`src/rtl/sodor_imem_responder_if.sv`:
```
// Fetch bus between a Sodor core and its instruction memory responder.
// The core side issues byte-addressed fetch requests and receives instruction
// words back with the address they answer and a misalignment flag.
interface sodor_imem_responder_if;
    logic        req_valid;
    logic        req_ready;
    logic [31:0] req_addr;

    logic        resp_valid;
    logic        resp_ready;
    logic [31:0] resp_data;
    logic [31:0] resp_addr;
    logic        resp_fault;

    // Core side: issues requests, consumes responses.
    modport master (
        output req_valid,
        output req_addr,
        output resp_ready,
        input  req_ready,
        input  resp_valid,
        input  resp_data,
        input  resp_addr,
        input  resp_fault
    );

    // Memory side: accepts requests, produces responses.
    modport slave (
        input  req_valid,
        input  req_addr,
        input  resp_ready,
        output req_ready,
        output resp_valid,
        output resp_data,
        output resp_addr,
        output resp_fault
    );
endinterface

```
`src/rtl/sodor_imem_responder.sv`:
```
// Instruction memory responder for a Sodor-style core.
// A 16-word program store answers fetch requests after a fixed LATENCY-stage
// pipeline. Responses land in a 2-entry output FIFO and leave in acceptance
// order. The in-flight plus buffered count is capped at 2, so the FIFO can
// never overflow and the pipeline never needs to stall.
module sodor_imem_responder #(
    parameter int unsigned LATENCY  = 1,             // 1..3 cycles, accept to FIFO
    parameter logic [31:0] NOP_WORD = 32'h00000013   // addi x0, x0, 0
) (
    input  logic                         clock,
    input  logic                         reset_n,
    sodor_imem_responder_if.slave        bus,
    input  logic                         prog_we,
    input  logic [3:0]                   prog_idx,
    input  logic [31:0]                  prog_data,
    output logic [1:0]                   occupancy
);

    // One response as it travels through the pipeline and the FIFO.
    typedef struct packed {
        logic [31:0] data;
        logic [31:0] addr;
        logic        fault;
    } resp_t;

    logic [31:0] prog_mem [16];

    logic        accept;
    logic        pop;
    logic        resp_valid_int;
    resp_t       ingress;
    resp_t       push_entry;
    logic        push_valid;

    resp_t       fifo_mem [2];
    logic        rd_ptr;
    logic        wr_ptr;
    logic [1:0]  fifo_cnt;
    resp_t       head;

    logic [1:0]  occ_q;

    // ------------------------------------------------------------------
    // Handshake
    // ------------------------------------------------------------------
    // A pop frees a slot in the same cycle, so a full responder can still
    // accept when the core is draining it.
    assign resp_valid_int = (fifo_cnt != 2'd0);
    assign pop            = resp_valid_int && bus.resp_ready;
    assign bus.req_ready  = (occ_q < 2'd2) || pop;
    assign accept         = bus.req_valid && bus.req_ready;

    // ------------------------------------------------------------------
    // Program store
    // ------------------------------------------------------------------
    // Reset fills every word with NOP_WORD; otherwise prog_we writes one word.
    always_ff @(posedge clock) begin
        if (!reset_n) begin
            // NOTE: this store is a register array, not a RAM macro, so it can
            // be reset word by word; a real SRAM could not be initialised this way.
            for (int i = 0; i < 16; i++) begin
                prog_mem[i] <= NOP_WORD;
            end
        end else if (prog_we) begin
            prog_mem[prog_idx] <= prog_data;
        end
    end

    // Read the indexed word before this edge's write lands. The upper address
    // bits travel with the response but play no part in indexing, so fetches
    // wrap every 64 bytes.
    always_comb begin
        // NOTE: every field is assigned on every pass, so no latch can form.
        ingress.data  = prog_mem[bus.req_addr[5:2]];
        ingress.addr  = bus.req_addr;
        ingress.fault = (bus.req_addr[1:0] != 2'b00);
    end

    // ------------------------------------------------------------------
    // Latency pipeline
    // ------------------------------------------------------------------
    generate
        if (LATENCY <= 1) begin : g_direct
            // With a single cycle of latency the read word goes straight into the FIFO.
            always_comb begin
                push_valid = accept;
                push_entry = ingress;
            end
        end else begin : g_pipe
            logic [LATENCY-2:0] stage_valid;
            resp_t              stage_q [LATENCY-1];

            // Delay line of LATENCY-1 registers; only the valid bits need reset.
            always_ff @(posedge clock) begin
                // NOTE: state registers use non-blocking assignments so every
                // stage samples its neighbour's pre-edge value.
                if (!reset_n) begin
                    stage_valid <= '0;
                end else begin
                    for (int i = LATENCY - 2; i > 0; i--) begin
                        stage_valid[i] <= stage_valid[i-1];
                    end
                    stage_valid[0] <= accept;
                end
                for (int i = LATENCY - 2; i > 0; i--) begin
                    stage_q[i] <= stage_q[i-1];
                end
                stage_q[0] <= ingress;
            end

            // The last delay stage feeds the FIFO write port.
            always_comb begin
                push_valid = stage_valid[LATENCY-2];
                push_entry = stage_q[LATENCY-2];
            end
        end
    endgenerate

    // ------------------------------------------------------------------
    // Output FIFO (2 entries)
    // ------------------------------------------------------------------
    // Pointers and fill count; a reset discards everything still buffered.
    always_ff @(posedge clock) begin
        if (!reset_n) begin
            rd_ptr   <= 1'b0;
            wr_ptr   <= 1'b0;
            fifo_cnt <= 2'd0;
        end else begin
            if (push_valid) begin
                wr_ptr <= ~wr_ptr;
            end
            if (pop) begin
                rd_ptr <= ~rd_ptr;
            end
            case ({push_valid, pop})
                2'b10:   fifo_cnt <= fifo_cnt + 2'd1;
                2'b01:   fifo_cnt <= fifo_cnt - 2'd1;
                default: fifo_cnt <= fifo_cnt;
            endcase
        end
    end

    // FIFO payload storage; contents are meaningless while the count says empty.
    always_ff @(posedge clock) begin
        if (push_valid) begin
            fifo_mem[wr_ptr] <= push_entry;
        end
    end

    assign head = fifo_mem[rd_ptr];

    // The head only moves on a pop, so a stalled response holds steady. When
    // nothing is buffered the payload is forced to zero to hide stale entries.
    assign bus.resp_valid = resp_valid_int;
    assign bus.resp_data  = resp_valid_int ? head.data  : 32'd0;
    assign bus.resp_addr  = resp_valid_int ? head.addr  : 32'd0;
    assign bus.resp_fault = resp_valid_int ? head.fault : 1'b0;

    // ------------------------------------------------------------------
    // Occupancy: responses in flight plus buffered
    // ------------------------------------------------------------------
    // Count up on accept and down on pop; both together leave it unchanged.
    always_ff @(posedge clock) begin
        if (!reset_n) begin
            occ_q <= 2'd0;
        end else begin
            case ({accept, pop})
                2'b10:   occ_q <= occ_q + 2'd1;
                2'b01:   occ_q <= occ_q - 2'd1;
                default: occ_q <= occ_q;
            endcase
        end
    end

    assign occupancy = occ_q;

endmodule

```
`src/flat_wrapper.sv`:
```
// flat-port wrapper written by rule: the top's interface ports become plain ports
module sodor_imem_responder_flat 
#(
    parameter int unsigned LATENCY  = 1,                                           
    parameter logic [31:0] NOP_WORD = 32'h00000013                    
)
  (clock, reset_n, prog_we, prog_idx, prog_data, occupancy, bus_req_valid, bus_req_addr, bus_resp_ready, bus_req_ready, bus_resp_valid, bus_resp_data, bus_resp_addr, bus_resp_fault);
  sodor_imem_responder_if bus_i ();
  input  logic clock;
  input  logic reset_n;
  input  logic prog_we;
  input  logic [3:0] prog_idx;
  input  logic [31:0] prog_data;
  output logic [1:0] occupancy;
  input wire logic [$bits(bus_i.req_valid)-1:0] bus_req_valid;
  input wire logic [$bits(bus_i.req_addr)-1:0] bus_req_addr;
  input wire logic [$bits(bus_i.resp_ready)-1:0] bus_resp_ready;
  output wire logic [$bits(bus_i.req_ready)-1:0] bus_req_ready;
  output wire logic [$bits(bus_i.resp_valid)-1:0] bus_resp_valid;
  output wire logic [$bits(bus_i.resp_data)-1:0] bus_resp_data;
  output wire logic [$bits(bus_i.resp_addr)-1:0] bus_resp_addr;
  output wire logic [$bits(bus_i.resp_fault)-1:0] bus_resp_fault;
  assign bus_i.req_valid = bus_req_valid;
  assign bus_i.req_addr = bus_req_addr;
  assign bus_i.resp_ready = bus_resp_ready;
  assign bus_req_ready = bus_i.req_ready;
  assign bus_resp_valid = bus_i.resp_valid;
  assign bus_resp_data = bus_i.resp_data;
  assign bus_resp_addr = bus_i.resp_addr;
  assign bus_resp_fault = bus_i.resp_fault;
  sodor_imem_responder #(.LATENCY(LATENCY), .NOP_WORD(NOP_WORD)) u_core (.clock(clock), .reset_n(reset_n), .bus(bus_i), .prog_we(prog_we), .prog_idx(prog_idx), .prog_data(prog_data), .occupancy(occupancy));
endmodule
```
`config.mk`:
```
export PLATFORM = sky130hd
export DESIGN_NAME = sodor_imem_responder_flat
export DESIGN_NICKNAME = d
export VERILOG_FILES = /design/src/rtl/sodor_imem_responder_if.sv /design/src/rtl/sodor_imem_responder.sv /design/src/flat_wrapper.sv
export SDC_FILE = /design/constraint.sdc
export NUM_CORES = 1
export LEC_CHECK = 0
export CAP_MARGIN = 0
export CELL_PAD_IN_SITES_DETAIL_PLACEMENT = 1
export CELL_PAD_IN_SITES_GLOBAL_PLACEMENT = 1
export CORE_MARGIN = 2
export CORE_UTILIZATION = 47
export DETAILED_ROUTE_END_ITERATION = 8
export PLACE_DENSITY = 0.75
export SKIP_LAST_GASP = 1
export SLEW_MARGIN = 20
export SYNTH_ARGS = -nofsm -noshare
export SYNTH_HDL_FRONTEND = slang
export SYNTH_SLANG_ARGS = --single-unit
```
`constraint.sdc`:
```
create_clock -name clock -period 4.45 [get_ports clock]
set_input_delay 0.89 -clock clock [delete_from_list [all_inputs] [get_ports clock]]
set_output_delay 0.89 -clock clock [all_outputs]
set_load 0.01 [all_outputs]
```
==> impl_metrics.csv <==
group,metric,value,unit
placement,dp_hpwl,43.5,mm
cts,clock_latency,600,ps
drt,wl_per_cell,26.7,um
floorplan,fp.dieW,249,um
cts,cts_root_buf,"clkbuf_16",
synth,async_flop_share,0,
sta,hold_viol,0,
global_routing,use_met1,0.311,
cts,postCtsSetupBuffers,0,
global_routing,grtUsageMet2,0.402,
flow_run,max-cap-violations,0,
finish,n_antenna_cell,0,
sta,period_needed,3520,ps
cts,htree_levels,3,
outcome,failed_checks,"design-rule violations",
finish,stdcell_area,0.0326,sq mm
outcome,status,"finished, violations left",
global_routing,grt_max_degree,66,
sta,slew_headroom,0.347,
sta,drv_slew,0,
global_routing,grt_pass1_wl,107,mm
drt,drcViolationCount,20,
finish,mostFrequentLayoutCell,"edfxtp_1",
finish,syn_to_final_growth,16.0,%
power,powerDensity,473,mW/mm^2
floorplan,ios,142,
synth,avgSynthCellArea,16.2,sq um
synth,synthDistinctLibCells,31,
floorplan,rows,89,
finish,final_nets,1929,
power,irDropWorstVdd,0.000284,V
placement,gp_congestion,0.751,
synth,synth_nets,1811,
synth,yosysTopAreaCellShare,0.686,
floorplan,die_y,249,um
power,total_power,15.4,mW
setup_path,r2r_start,"u_core.fifo_cnt[0]",
sta,whs,559,ps
drt,dr_total_vias,15400,
global_routing,grtUsageMet3,0.0345,
sta,min_period_over_period,0.791,
setup_path,crit_chain,"buf_4 > mux2i_1 > nor2_1 > clkdlybuf4s50_1",
global_routing,grt_pass1_vias,16700,
cts,path_clk_slew,60,ps
setup_path,cp.arrival,2630,ps
sta,worst_slew_pin_slew,977,ps
floorplan,die_area,0.0618,sq mm
finish,layout_common_cells,"edfxtp_1 (642), and2_1 (470), clkdlybuf4s50_1 (138)",
setup_path,crit_type,"register to output pin",
synth,synth_warnings,0,
cts,clockBufferDepth,3,
setup_path,cp_slowest_cell,"dfxtp_4",
placement,placed_area,0.0305,sq mm
cts,cts_tree,"yes",
setup_path,cp_slowest_stage_delay,790,ps
sta,fmax,0.284,GHz
placement,portBuffers,141,
drt,antenna_left,0,
sta,skew,13.2,ps
cts,cts_hold_repair.buffers,0,
placement,dpl_worst_slack,760,ps
setup_path,cp-end-kind,"output pin",
finish,drive_above_1_share,0.164,
drt,routed_wl,71.4,mm
synth,yosys_most_used_dff,"edfxtp_1",
setup_path,crit_fanout,39,
global_routing,busiest_layer,"met2",
global_routing,grt_overflow,0,
synth,ys_seq_area_frac,0.690,
synth,synthTopCellsByArea,"edfxtp_1 (69%), and2_1 (10%), mux4_2 (10%), mux2i_1 (2.3%), a22oi_1 (1.7%)",
setup_path,worst-path-buf-inv,2,
cts,clock_sinks,649,
cts,cts_made_buffers,69,
global_routing,antenna_found_initial,0,
sta,rsz0062_at_grt,"false",
worst_hold_path,holdCritStartpoint,"u_core.occupancy[1]",
setup_path,cp.required,3560,ps
setup_path,critPathLaunchType,"register",
sta,setup_viol_count_final,0,
finish,fillCellCount,5430,
floorplan,start_util,0.476,
synth,synth_area_leader_cell,"edfxtp_1",
synth,syn_area,0.0281,sq mm
drt,vias_per_cell,5.75,
drt,first_pass_iters,7,
synth,synthCells,1737,
synth,synth_edf_count,642,
drt,drt_iter0_markers,1441,
worst_hold_path,hp-class,"register to register",
global_routing,grt_use_total,0.234,
setup_path,cp_top_family,"buffers and inverters",
power,leakage,11.0,nW
synth,ys_seq_elements,649,
sta,fin_ws,932,ps
floorplan,core_area,0.0591,sq mm
sta,finalSetupTns,0,ps
cts,ctsResizeCount,0,
==> worst paths after layout <==
| kind | to | slack, ps | cells after the start |
|---|---|---|---|
| max | bus_resp_data[21] | 930 | 4 |
| max reg2reg | u_core.fifo_mem[1][12] | 2300 | 4 |
| min | u_core.occupancy[1] | 560 | 2 |
| min reg2reg | u_core.occupancy[1] | 560 | 2 |
==> state kept, by name, indices dropped and copies added (netlist names), named ones only <==
name / count
u_core.fifo_mem: 130
u_core.fifo_cnt: 2
u_core.prog_mem: 512
u_core.occupancy: 2
u_core.wr_ptr: 1
u_core.rd_ptr: 1
==> cell type report <==
class | count | area [sq um] | area share
clock inverter | 30 | 179 | 0.00548
multi-input combinational | 935 | 8250 | 0.253
tap | 773 | 967 | 0.0296
inverter | 2 | 7.51 | 0.000230
clock buffer | 92 | 1900 | 0.0582
sequential | 649 | 19400 | 0.595
timing repair buffer | 198 | 1910 | 0.0586
==> synth_stat cells, types with 8 or more instances <==
library cell / number
nor2_1: 77
mux4_2: 128
clkbuf_1: 93
and2_1: 470
nand2_1: 35
o21ai_0: 15
edfxtp_1: 642
or3_1: 39
mux2i_1: 65
or2b_1: 12
a22oi_1: 64
buf_4: 13
buf_2: 18
clkbuf_2: 15
buf_1: 8
==> report_power, final <==
group | leakage, nW | internal (mW) | switching (mW) | total (mW)
logic | 3.81 | 1.18 | 1.35 | 2.53
registers | 6.19 | 7.30 | 0.227 | 7.52
clock network | 1.01 | 3.10 | 2.30 | 5.40
==> stage by stage <==
stage	utilization	cells
global route	0.552	2679
finish	0.552	2679
floorplan	-	1737
detailed placement	0.517	2557
CTS	0.552	2679
global placement	0.516	2557
==> cells by family (layout without fill, tap and decap cells) <==
group	after synthesis	in the layout	synth area share
buf+inv	153	322	0.0247
mux	193	193	0.126
compound gates	82	82	0.0206
simple gates	653	653	0.136
flops	649	649	0.690
xor+xnor	6	6	0.00187
fa+ha+maj	1	1	0.000445
==> tightest hold or removal path, cell delays in order, from the launching register on <==
cell and delay (ps):
dfxtp_1 340, o21ai_0 80, a21boi_0 90
==> routing by layer <==
metal / vias up / part of all wire
met2: 481 / 0.50
met4: 0 / 0.024
met3: 111 / 0.059
met5: - / 0
met1: 8124 / 0.41
li1: 6693 / -
No activity file was read; power rests on OpenSTA's default activity.
